## config.mk

```make
export PLATFORM = sky130hd
export DESIGN_NAME = procedural_blocks_pipe_flat
export DESIGN_NICKNAME = d
export VERILOG_FILES = /design/src/rtl/procedural_blocks_pkg.sv /design/src/rtl/procedural_blocks_pipe_if.sv /design/src/rtl/procedural_pipe_stage.sv /design/src/rtl/procedural_blocks_pipe.sv /design/src/flat_wrapper.sv
export SDC_FILE = /design/constraint.sdc
export NUM_CORES = 1
export LEC_CHECK = 0
export CAP_MARGIN = 20
export CORE_MARGIN = 5
export CORE_UTILIZATION = 35
export CTS_CLUSTER_SIZE = 12
export DETAILED_ROUTE_END_ITERATION = 12
export PLACE_DENSITY_LB_ADDON = 0.3
export SYNTH_ARGS = -nofsm -noshare
export SYNTH_HDL_FRONTEND = slang
export SYNTH_HIERARCHICAL = 1
export SYNTH_SLANG_ARGS = --single-unit
```

## constraint.sdc

```tcl
create_clock -name clk -period 3.81 [get_ports clk]
set_input_delay 0.762 -clock clk [delete_from_list [all_inputs] [get_ports clk]]
set_output_delay 0.762 -clock clk [all_outputs]
set_load 0.1 [all_outputs]
```

## src/rtl/procedural_blocks_pkg.sv

```systemverilog
// Shared types and default sizes for the elastic bitwise-op pipeline.
// Imported by the interface, the stage and the top.
package procedural_blocks_pkg;

  typedef enum logic [1:0] {
    OP_AND  = 2'b00,
    OP_OR   = 2'b01,
    OP_XOR  = 2'b10,
    OP_NAND = 2'b11
  } op_e;

  localparam int DEF_WIDTH = 8;
  localparam int DEF_DEPTH = 2;
  localparam int DEF_CNT_W = 16;

endpackage

```

## src/rtl/procedural_blocks_pipe_if.sv

```systemverilog
// Valid/ready handshake bundle: operands in, pipelined result out.
// master drives the operands and out_ready, slave is the pipeline.
interface procedural_blocks_pipe_if
  import procedural_blocks_pkg::*;
#(
  parameter int WIDTH = DEF_WIDTH
) ();

  logic             in_valid;
  logic             in_ready;
  op_e              op;
  logic [WIDTH-1:0] a;
  logic [WIDTH-1:0] b;
  logic             out_valid;
  logic             out_ready;
  logic [WIDTH-1:0] y_ff;

  modport master (
    output in_valid, op, a, b, out_ready,
    input  in_ready, out_valid, y_ff
  );

  modport slave (
    input  in_valid, op, a, b, out_ready,
    output in_ready, out_valid, y_ff
  );

endinterface

```

## src/rtl/procedural_pipe_stage.sv

```systemverilog
// One elastic pipeline slot: valid bit plus data register.
// Advances when empty or when the downstream slot advances.
module procedural_pipe_stage #(
  parameter int WIDTH = 8
) (
  input  logic             clk,
  input  logic             rst_n,
  input  logic             up_valid,
  input  logic [WIDTH-1:0] up_data,
  input  logic             down_adv,
  output logic             valid,
  output logic [WIDTH-1:0] data
);

  logic adv;

  assign adv = !valid || down_adv;

  always_ff @(posedge clk or negedge rst_n) begin
    if (!rst_n) begin
      valid <= 1'b0;
      data  <= '0;
    end else if (adv) begin
      valid <= up_valid;
      if (up_valid) begin
        data <= up_data;
      end
    end
  end

endmodule

```

## src/rtl/procedural_blocks_pipe.sv

```systemverilog
// Bitwise-op unit with a combinational result, an enable-gated
// hold copy and a DEPTH-deep elastic pipeline with result counter.
module procedural_blocks_pipe
  import procedural_blocks_pkg::*;
#(
  parameter int WIDTH = DEF_WIDTH,
  parameter int DEPTH = DEF_DEPTH,
  parameter int CNT_W = DEF_CNT_W
) (
  input  logic                     clk,
  input  logic                     rst_n,
  procedural_blocks_pipe_if.slave  bus,
  input  logic                     hold_en,
  output logic [WIDTH-1:0]         y_comb,
  output logic [WIDTH-1:0]         y_hold,
  output logic [CNT_W-1:0]         res_cnt
);

  logic [DEPTH:0]   adv;
  logic [DEPTH-1:0] vld;
  logic [WIDTH-1:0] dat [DEPTH];

  always_comb begin
    y_comb = '0;
    unique case (bus.op)
      OP_AND:  y_comb = bus.a & bus.b;
      OP_OR:   y_comb = bus.a | bus.b;
      OP_XOR:  y_comb = bus.a ^ bus.b;
      OP_NAND: y_comb = ~(bus.a & bus.b);
      default: y_comb = '0;
    endcase
  end

  // Closed form of the advance chain: a slot moves if the sink
  // is ready or any slot at or after it is empty.
  assign adv[DEPTH] = bus.out_ready;

  for (genvar k = 0; k < DEPTH; k++) begin : g_stage
    logic             up_v;
    logic [WIDTH-1:0] up_d;

    assign adv[k] = bus.out_ready | ~(&vld[DEPTH-1:k]);

    if (k == 0) begin : g_head
      assign up_v = bus.in_valid;
      assign up_d = y_comb;
    end else begin : g_body
      assign up_v = vld[k-1];
      assign up_d = dat[k-1];
    end

    procedural_pipe_stage #(
      .WIDTH (WIDTH)
    ) u_stage (
      .clk      (clk),
      .rst_n    (rst_n),
      .up_valid (up_v),
      .up_data  (up_d),
      .down_adv (adv[k+1]),
      .valid    (vld[k]),
      .data     (dat[k])
    );
  end

  assign bus.in_ready  = adv[0];
  assign bus.out_valid = vld[DEPTH-1];
  assign bus.y_ff      = dat[DEPTH-1];

  always_ff @(posedge clk or negedge rst_n) begin
    if (!rst_n) begin
      y_hold <= '0;
    end else if (hold_en) begin
      y_hold <= y_comb;
    end
  end

  always_ff @(posedge clk or negedge rst_n) begin
    if (!rst_n) begin
      res_cnt <= '0;
    end else if (bus.out_valid && bus.out_ready
                 && (res_cnt != {CNT_W{1'b1}})) begin
      res_cnt <= res_cnt + 1'b1;
    end
  end

endmodule

```

## src/flat_wrapper.sv

```systemverilog
// flat-port wrapper written by rule: the top's interface ports become plain ports
module procedural_blocks_pipe_flat import procedural_blocks_pkg::*;
#(
  parameter int WIDTH = DEF_WIDTH,
  parameter int DEPTH = DEF_DEPTH,
  parameter int CNT_W = DEF_CNT_W
)
  (clk, rst_n, hold_en, y_comb, y_hold, res_cnt, bus_in_valid, bus_op, bus_a, bus_b, bus_out_ready, bus_in_ready, bus_out_valid, bus_y_ff);
  procedural_blocks_pipe_if #(.WIDTH(WIDTH)) bus_i ();
  input  logic clk;
  input  logic rst_n;
  input  logic hold_en;
  output logic [WIDTH-1:0] y_comb;
  output logic [WIDTH-1:0] y_hold;
  output logic [CNT_W-1:0] res_cnt;
  input wire logic [$bits(bus_i.in_valid)-1:0] bus_in_valid;
  input wire logic [$bits(bus_i.op)-1:0] bus_op;
  input wire logic [$bits(bus_i.a)-1:0] bus_a;
  input wire logic [$bits(bus_i.b)-1:0] bus_b;
  input wire logic [$bits(bus_i.out_ready)-1:0] bus_out_ready;
  output wire logic [$bits(bus_i.in_ready)-1:0] bus_in_ready;
  output wire logic [$bits(bus_i.out_valid)-1:0] bus_out_valid;
  output wire logic [$bits(bus_i.y_ff)-1:0] bus_y_ff;
  assign bus_i.in_valid = bus_in_valid;
  assign bus_i.op = bus_op;
  assign bus_i.a = bus_a;
  assign bus_i.b = bus_b;
  assign bus_i.out_ready = bus_out_ready;
  assign bus_in_ready = bus_i.in_ready;
  assign bus_out_valid = bus_i.out_valid;
  assign bus_y_ff = bus_i.y_ff;
  procedural_blocks_pipe #(.WIDTH(WIDTH), .DEPTH(DEPTH), .CNT_W(CNT_W)) u_core (.clk(clk), .rst_n(rst_n), .bus(bus_i), .hold_en(hold_en), .y_comb(y_comb), .y_hold(y_hold), .res_cnt(res_cnt));
endmodule
```

==> results of run 1 <==
[power by group through the flow]
stage               registers [mW]  clock network [mW]  logic [mW]
CTS                          0.620               0.354        1.06
global route                 0.636               0.371        1.09
detailed placement           0.629                   0        1.06
global placement             0.625                   0        1.05
floorplan                     1.13                   0       0.269
finish                       0.618               0.341        1.05
[cells by family (layout without fill, tap and decap cells)]
group                    after synthesis  in the layout  share of synthesized area [%]
AO/OA/AOI/OAI                         27             27                           6.72
AND/OR/NAND/NOR                       61             61                           15.8
flip-flops                            42             42                           44.8
XOR/XNOR                              13             13                           4.86
adder cells (fa/ha/maj)               17             17                           9.07
buffers and inverters                 23             90                           4.00
multiplexers                          25             25                           14.7
[flip-flops by register name, summed over array words and instances (netlist names)]
register / count
u_core/g_stage.u_stage/data: 16
u_core/g_stage.u_stage/valid: 2
u_core/res_cnt: 16
u_core/y_hold: 8
[stage by stage]
stage | setup WS [ns] | instances | hold slack (ns)
6_report | 0.839 | 352 | 0.507
3_5_place_dp | 0.840 | 344 | 0.496
3_3_place_gp | 0.870 | 344 | 0.490
5_1_grt | 0.740 | 352 | 0.526
2_1_floorplan | 0.546 | 208 | 0.466
4_1_cts | 0.834 | 352 | 0.516
[critical path: stages]
cell and delay (ns):
clkdlybuf4s50_1 0.48, inv_1 0.05, ha_1 0.27, nor2b_1 0.12, o21ai_0 0.15, o21ai_1 0.15
buf_12 0.22
[layout make-up]
class / instances / area, um^2 / share of cell area (%)
Sequential cell: 42 / 1050 / 32.5
Inverter: 17 / 63.8 / 1.97
Tap cell: 77 / 96.3 / 2.98
Clock inverter: 1 / 30.0 / 0.927
Clock buffer: 7 / 76.3 / 2.36
Multi-Input combinational cell: 143 / 1200 / 37.1
Timing Repair Buffer: 65 / 721 / 22.3
[final timing paths]
kind / startpoint / end / slack [ns] / cells after the start
max: bus_a[0] / y_comb[0] / 0.84 / 7
min: u_core/g_stage[0].u_stage/data[4] / u_core/g_stage[1].u_stage/data[4] / 0.51 / 1
max reg2reg: u_core/res_cnt[7] / u_core/res_cnt[1] / 1.91 / 4
min reg2reg: u_core/g_stage[0].u_stage/data[4] / u_core/g_stage[1].u_stage/data[4] / 0.51 / 1
max in group asynchronous: rst_n / u_core/y_hold[4] / 2.64 / 1
min in group asynchronous: rst_n / u_core/res_cnt[0] / 0.60 / 1
[layout by cell type, fill, tap and decap left out, types with 3 or more instances in the layout]
master / instances
buf_12: 8
clkbuf_8: 5
clkdlybuf4s50_1: 54
dfrtp_1: 42
ha_1: 17
inv_1: 17
mux2_2: 8
mux2_4: 17
nand2_1: 20
nand3_1: 5
nand4_1: 9
nor2_1: 3
nor2b_1: 4
o211ai_1: 6
o21ai_0: 10
o21ai_1: 8
xnor2_1: 12
[layer usage]
metal	part of all wire (%)	GRT usage (%)	vias to the layer above
met5	0	0	-
met4	1.0	2.97	0
met3	12	5.89	4
met2	47	19.1	58
met1	40	12.2	825
li1	-	-	850
==> results.json, run 1 <==
{
  "gp_congestion": 0.789,
  "hold_viol_final": 0,
  "syn-num-nets": 248,
  "drv_cap": 0,
  "vias": 1737,
  "tns_ns": 0,
  "wl_per_cell_um": 12.9,
  "hold_class": "reg -> reg",
  "comb_power_share_pct": 52.2,
  "outcome": "complete, no violations",
  "postLayoutCellArea_um2": 3240,
  "max_freq_ghz": 0.337,
  "ir_drop_mv": 0.214,
  "numCtsBuffers": 5,
  "drv_slew": 0,
  "ctsHtreeMaxLevel": 2,
  "critPathMaxFanout": 3,
  "syn_inst": 208,
  "placed_area_um2": 3130,
  "cts_sinks": 42,
  "critPathCaptureType": "output port",
  "synth_most_common_cell": "dfrtp_1",
  "worstPathArrival_ns": 2.21,
  "ys_ff_latch": 42,
  "cts_tree": "done",
  "path_class": "in -> out",
  "start_util_pct": 36.5,
  "fp.dieH_um": 91.9,
  "gr-total-overflow": 0,
  "finalClockSkew_ns": 0.00961,
  "ys_seq_area_share_pct": 44.8,
  "diodes": 0,
  "p_clk_share_pct": 17.0,
  "rsz0062_at_grt": "false",
  "total_power_mw": 2.01,
  "post-route-drc-count": 0,
  "grt_max_degree": 43,
  "fill_cells": 604,
  "fin_crit_sh_pct": 78.0,
  "drt_pass1_iterations": 5,
  "clk_pin_slew_worst_paths_ns": 0.08,
  "synthFlopType": "dfrtp_1",
  "dp.final_hpwl_um": 3590,
  "areaGrowthSynthToFinish_pct": 38.1,
  "synth_enable_flop_cells": 0,
  "netlist_top_cells_area": "dfrtp_1 (45%), mux2_4 (11%), ha_1 (9.1%)",
  "p_sw_share_pct": 48.5,
  "drive_gt1_share_pct": 18.5,
  "cts_hold_buf": 0,
  "p_sw_mw": 0.973,
  "grt_pass1_vias": 1687,
  "drt_iter0_markers": 43,
  "routed_wl_um": 4540,
  "insertion_delay_ns": 0.29,
  "dieArea_um2": 8440,
  "pwr-share-seq_pct": 30.8,
  "internal-power_mw": 1.03,
  "grt_pass1_wl_um": 7650,
  "fin_nets": 314,
  "utilization_pct": 50.4,
  "crit_required_ns": 3.05,
  "vias_per_cell": 4.93,
  "relSlewSlack_pct": 32.6,
  "synthArstFlopShare_pct": 100,
  "ys.warnings.count": 6,
  "layout_min_cycle_time_ns": 2.97,
  "fp-row-count": 29,
  "ctsResizeCount": 0,
  "cts_buffer_depth": 2,
  "postSynthAreaPerCell_um2": 11.3,
  "synthTopCellsByCount": "dfrtp_1 (42), nand2_1 (20), o21ai_0 (18)",
  "cts.root.buffer_cell": "clkbuf_8",
  "post_cts_buffers": 0,
  "p_leak_nw": 1.44,
  "antenna_found_initial": 0,
  "final_antenna_net_count": 0,
  "worst_pin_slew_ns": 1.01,
  "setup_violations": 0,
  "core_area_um2": 6420,
  "synth_area_um2": 2340,
  "io_pins": 65,
  "synth_top_area_share_pct": 44.8,
  "cp-start-kind": "input pin",
  "powerDensity_nw_per_um2": 620,
  "io_buffers": 64,
  "yosysTopAreaCell": "dfrtp_1",
  "track_usage_pct": 11.2,
  "fp.dieW_um": 91.9,
  "synthDistinctLibCells": 32
}
Power figures use the tool's default switching activity.
==> inputs of run 2 (changes only) <==
==> constraint.sdc (replaced) <==
create_clock -name clk -period 2.96 [get_ports clk]
set_input_delay 0.592 -clock clk [delete_from_list [all_inputs] [get_ports clk]]
set_output_delay 0.592 -clock clk [all_outputs]
set_load 0.1 [all_outputs]
==> run 2 against run 1 <==
Sequential power increased by 29%; sequential share of layout area up 0.88 points; worst hold slack worse by 0.074 ns; power up 24%; global-route usage is essentially flat.
==> results.json, run 2 (synthesized netlist as in run 1, its figures left out) <==
{
  "diodes": 0,
  "crit_chain": "clkdlybuf4s50_1 -> o211ai_1 -> o21ai_1 -> buf_12",
  "p_leak_nw": 1.49,
  "tns_ns": 0,
  "setup_violations": 0,
  "layout_min_cycle_time_ns": 2.61,
  "cts_tree": "done",
  "drv_cap": 0,
  "fp-row-count": 29,
  "critPathMaxFanout": 16,
  "hold_viol_final": 0,
  "fin_nets": 314,
  "reg_top3": "u_core/g_stage.u_stage/data (16), u_core/res_cnt (16), u_core/y_hold (8)",
  "crit_required_ns": 2.37,
  "core_area_um2": 6420,
  "rsz0062_at_grt": "false",
  "critPathCaptureType": "output port",
  "wl_met3_um": 492,
  "post-route-drc-count": 0,
  "cp_slowest_cell": "clkdlybuf4s50_1",
  "grt_max_degree": 43,
  "cts_sinks": 42,
  "outcome": "complete, no violations",
  "cts_buffer_depth": 2,
  "antenna_found_initial": 0,
  "grt_pass1_wl_um": 7760,
  "numCtsBuffers": 5,
  "finalClockSkew_ns": 0.00360,
  "vias_per_cell": 4.86,
  "gp_congestion": 0.809,
  "clk_pin_slew_worst_paths_ns": 0.07,
  "worstPathArrival_ns": 2.02,
  "dieArea_um2": 8440,
  "routed_wl_um": 4510,
  "ctsResizeCount": 0,
  "vias": 1710,
  "start_util_pct": 36.5,
  "relSlewSlack_pct": 37.8,
  "max_freq_ghz": 0.383,
  "areaGrowthSynthToFinish_pct": 34.5,
  "regArea_um2": 1050,
  "fp.dieW_um": 91.9,
  "top_layer_used": "met4",
  "drive_gt1_share_pct": 30.9,
  "slowest_delay_ns": 0.79,
  "post_cts_buffers": 0,
  "insertion_delay_ns": 0.29,
  "total_power_mw": 2.49,
  "worst-path-buf-inv": 2,
  "wl_per_cell_um": 12.8,
  "gr-total-overflow": 0,
  "track_usage_pct": 11.2,
  "route.met2.wl_um": 2100,
  "ir_drop_mv": 0.277,
  "cts.root.buffer_cell": "clkbuf_8",
  "cts_hold_buf": 0,
  "grt_pass1_vias": 1722,
  "final_antenna_net_count": 0,
  "io_buffers": 64,
  "final_common_cell": "dfrtp_1",
  "fin_crit_sh_pct": 88.3,
  "worst_pin_slew_ns": 0.933,
  "hold_class": "in -> async",
  "dp.final_hpwl_um": 3540,
  "drt_iter0_markers": 19,
  "io_pins": 65,
  "fill_cells": 619,
  "path_class": "in -> out",
  "final_cell_mix": "dfrtp_1 (42), buf_4 (34), clkdlybuf4s50_1 (21)",
  "drt_pass1_iterations": 3,
  "drt-met1-wl_um": 1880,
  "multiInputGateArea_um2": 1200,
  "cp-start-kind": "input pin",
  "powerDensity_nw_per_um2": 789,
  "ctsHtreeMaxLevel": 2,
  "fp.dieH_um": 91.9,
  "drv_slew": 0,
  "cpLargestDelayFamily": "buffers and inverters"
}
## run 2: stage by stage
| step | area [um^2] | worst slack (ns) | util (%) | cells | hold WS (ns) |
|---|---|---|---|---|---|
| 2_1_floorplan | 2340 | 0.0357 | - | 208 | 0.296 |
| 3_3_place_gp | 3060 | 0.352 | 47.7 | 344 | 0.491 |
| 3_5_place_dp | 3060 | 0.320 | 47.7 | 344 | 0.495 |
| 4_1_cts | 3150 | 0.321 | 49.1 | 352 | 0.467 |
| 5_1_grt | 3150 | 0.148 | 49.1 | 352 | 0.521 |
| 6_report | 3150 | 0.347 | 49.1 | 352 | 0.433 |
## run 2: cell type report
cell class | instances | area share, %
clock buffer | 7 | 2.74
clock inverter | 1 | 0.159
inverter | 17 | 2.02
multi-input combinational | 143 | 38.1
sequential | 42 | 33.3
tap | 77 | 3.06
timing repair buffer | 65 | 20.6
## run 2: worst paths after layout
check	cells past startpoint	slack, ns	endpoint	startpoint
worst max-delay path	4	0.35	y_comb[6]	bus_op[1]
worst min-delay path	1	0.43	u_core/res_cnt[0]	rst_n
worst max register to register	4	1.07	u_core/res_cnt[1]	u_core/res_cnt[7]
worst min register to register	1	0.51	u_core/res_cnt[15]	u_core/res_cnt[15]
max in group asynchronous	1	1.94	u_core/g_stage[1].u_stage/valid	rst_n
min in group clk	1	0.51	u_core/res_cnt[15]	u_core/res_cnt[15]
## run 2: layer usage
metal | vias up | track usage (%)
li1 | 852 | -
met2 | 49 | 19.2
met5 | - | 0
met3 | 4 | 4.75
met4 | 0 | 4.83
met1 | 805 | 12.1
## run 2: report_power, final
| part | internal [mW] | switching, mW |
|---|---|---|
| logic | 0.360 | 0.959 |
| registers | 0.689 | 0.108 |
| clock network | 0.188 | 0.185 |
## run 2: worst register-to-register path, cell delays in order (launching register included)
cell	delay, ns
dfrtp_1	0.45
nand4_2	0.19
or4_4	0.63
and3_4	0.22
mux2_4	0.28
==> inputs of run 3 (changes only) <==
--- a/config.mk
+++ b/config.mk
@@ -6,12 +6,11 @@
 export NUM_CORES = 1
 export LEC_CHECK = 0
 export CAP_MARGIN = 20
-export CORE_MARGIN = 5
+export CORE_MARGIN = 4
 export CORE_UTILIZATION = 35
 export CTS_CLUSTER_SIZE = 12
 export DETAILED_ROUTE_END_ITERATION = 12
 export PLACE_DENSITY_LB_ADDON = 0.3
 export SYNTH_ARGS = -nofsm -noshare
 export SYNTH_HDL_FRONTEND = slang
-export SYNTH_HIERARCHICAL = 1
 export SYNTH_SLANG_ARGS = --single-unit
==> run 3 against run 2 <==
Clock power increased by 21%; worst hold slack got worse by 0.0022 ns; clock skew increased by 0.0057 ns; count of clock-buffer cells in the layout decreased by 1; area after synthesis down 1.4%; register-to-register slack got worse by 0.05 ns; critical path depth did not move; die area decreased by 5.5%; sequential cell count unchanged; wire length is 3.0% higher; sequential power decreased by 0.5%; combinational power is 4% lower.
==> results.json, run 3 <==
{
  "outcome": "complete, no violations",
  "fp.dieW_um": 89.3,
  "antenna_found_initial": 0,
  "synth_most_common_cell": "dfrtp_1",
  "fp.dieH_um": 89.3,
  "total_power_mw": 2.51,
  "grt_pass1_wl_um": 7650,
  "cts_hold_buf": 0,
  "synth_top_area_share_pct": 45.5,
  "numCtsBuffers": 5,
  "drv_cap": 0,
  "synth_top_family_by_area": "simple AND/OR/NAND/NOR gates",
  "track_usage_pct": 12.2,
  "syn_inst": 209,
  "vias_per_cell": 4.89,
  "core_area_um2": 6390,
  "fill_cells": 610,
  "postSynthAreaPerCell_um2": 11.1,
  "wl_per_cell_um": 13.2,
  "fin_nets": 315,
  "hold_class": "in -> async",
  "yosysTopAreaCell": "dfrtp_1",
  "cts_sinks": 42,
  "synth_enable_flop_cells": 0,
  "synthArstFlopShare_pct": 100,
  "ys_seq_area_share_pct": 45.5,
  "synth_area_um2": 2310,
  "finalClockSkew_ns": 0.00926,
  "reg_top3": "u_core.g_stage.u_stage.data (16), u_core.res_cnt (16), u_core.y_hold (8)",
  "hold_viol_final": 0,
  "fin_crit_sh_pct": 90.1,
  "io_buffers": 64,
  "drive_gt1_share_pct": 34.1,
  "gr-total-overflow": 0,
  "yosys.area_share.simple_pct": 17.6,
  "worstPathArrival_ns": 2.07,
  "vias": 1725,
  "rsz0062_at_grt": "false",
  "ir_drop_mv": 0.549,
  "synthTopCellsByCount": "dfrtp_1 (42), mux2_2 (24), nand2_1 (23)",
  "routed_wl_um": 4650,
  "synthAdderAreaFrac_pct": 9.20,
  "relSlewSlack_pct": 38.6,
  "ys_ff_latch": 42,
  "io_pins": 65,
  "regArea_um2": 1050,
  "worst_pin_slew_ns": 0.921,
  "start_util_pct": 36.2,
  "grt_max_degree": 43,
  "clk_pin_slew_worst_paths_ns": 0.08,
  "dieArea_um2": 7970,
  "drt_iter0_markers": 16,
  "insertion_delay_ns": 0.29,
  "final_antenna_net_count": 0,
  "critPathCaptureType": "output port",
  "tns_ns": 0,
  "final_cell_mix": "dfrtp_1 (41), buf_4 (35), mux2_2 (24)",
  "ctsHtreeMaxLevel": 2,
  "diodes": 0,
  "crit_required_ns": 2.37,
  "synth-xor-area-share_pct": 4.92,
  "netlist_top_cells_area": "dfrtp_1 (45%), mux2_2 (12%), ha_1 (9.2%)",
  "dp.final_hpwl_um": 3630,
  "syn-num-nets": 249,
  "setup_violations": 0,
  "grt_pass1_vias": 1646,
  "cts_tree": "done",
  "path_class": "in -> out",
  "synthFlopType": "dfrtp_1",
  "cts_buffer_depth": 2,
  "max_freq_ghz": 0.375,
  "synth_mux_area_share_pct": 12.8,
  "post-route-drc-count": 0,
  "critPathMaxFanout": 16,
  "synth_compound_area_share_pct": 5.84,
  "drt_pass1_iterations": 4,
  "final_common_cell": "dfrtp_1",
  "cts.root.buffer_cell": "clkbuf_8",
  "multiInputGateArea_um2": 1170,
  "synthDistinctLibCells": 32,
  "drv_slew": 0,
  "ctsResizeCount": 0,
  "gp_congestion": 0.791,
  "p_leak_nw": 1.48,
  "cp-start-kind": "input pin",
  "fp-row-count": 29,
  "post_cts_buffers": 0,
  "layout_min_cycle_time_ns": 2.67,
  "ys.warnings.count": 0,
  "powerDensity_nw_per_um2": 799,
  "areaGrowthSynthToFinish_pct": 36.1
}
run 3: cell count changes in the layout (fill, tap and decap cells not counted), sizes merged, moves of 4 or more:
cell,before,now
xnor2,12,3
nor3,1,7
xor2,1,10
nand4,11,5
nor2b,4,8
run 3: area by class of cell:
class / instances / share of cell area, %
clock buffer: 6 / 2.31
multi-input combinational: 144 / 37.2
timing repair buffer: 66 / 20.9
clock inverter: 2 / 1.19
tap: 77 / 3.06
inverter: 16 / 1.91
sequential: 42 / 33.4
run 3: metal layers:
metal | track usage [%] | up-vias | wire (um)
met1 | 14.5 | 821 | 1960
met2 | 21.0 | 54 | 2250
met5 | 0 | - | 0
met4 | 4.06 | 0 | 40
met3 | 3.87 | 6 | 408
li1 | - | 844 | -
run 3: power breakdown:
group	total, mW	internal, mW	switching [mW]
Clock	0.450	0.252	0.198
Sequential	0.792	0.690	0.103
Combinational	1.27	0.314	0.958
Total	2.51	1.26	1.26
run 3: critical path, cell delays in order:
cell	delay, ns
clkdlybuf4s50_1	0.81
o211ai_1	0.16
o21ai_1	0.27
buf_12	0.23
run 3: cell families (layout without fill, tap and decap cells):
family,count (synthesis),after routing
AND/OR/NAND/NOR,63,63
flip-flops,42,42
multiplexers,26,26
AO/OA/AOI/OAI,25,25
buffers and inverters,23,90
adder cells (fa/ha/maj),17,17
XOR/XNOR,13,13
run 3: final timing paths:
| path | startpoint | endpoint | slack (ns) | cells past startpoint |
|---|---|---|---|---|
| max | bus_op[1] | y_comb[7] | 0.29 | 4 |
| min | rst_n | u_core.res_cnt[1] | 0.43 | 1 |
| max reg2reg | u_core.res_cnt[0] | u_core.res_cnt[1] | 1.02 | 6 |
| min reg2reg | u_core.g_stage[0].u_stage.data[7] | u_core.g_stage[1].u_stage.data[7] | 0.50 | 1 |
| max in group asynchronous | rst_n | u_core.g_stage[1].u_stage.valid | 1.90 | 1 |
| min in group clk | u_core.g_stage[0].u_stage.data[7] | u_core.g_stage[1].u_stage.data[7] | 0.50 | 1 |
run 3: stage by stage:
step | utilization [%] | instance area, um^2 | hold WS (ns) | setup slack (ns) | instances
after floorplan | - | 2320 | 0.296 | 0.0352 | 209
after CTS | 49.3 | 3150 | 0.474 | 0.281 | 353
final | 49.3 | 3150 | 0.431 | 0.294 | 353
after global placement | 47.6 | 3040 | 0.468 | 0.312 | 345
after detailed placement | 47.6 | 3040 | 0.480 | 0.288 | 345
after global routing | 49.3 | 3150 | 0.522 | 0.170 | 353
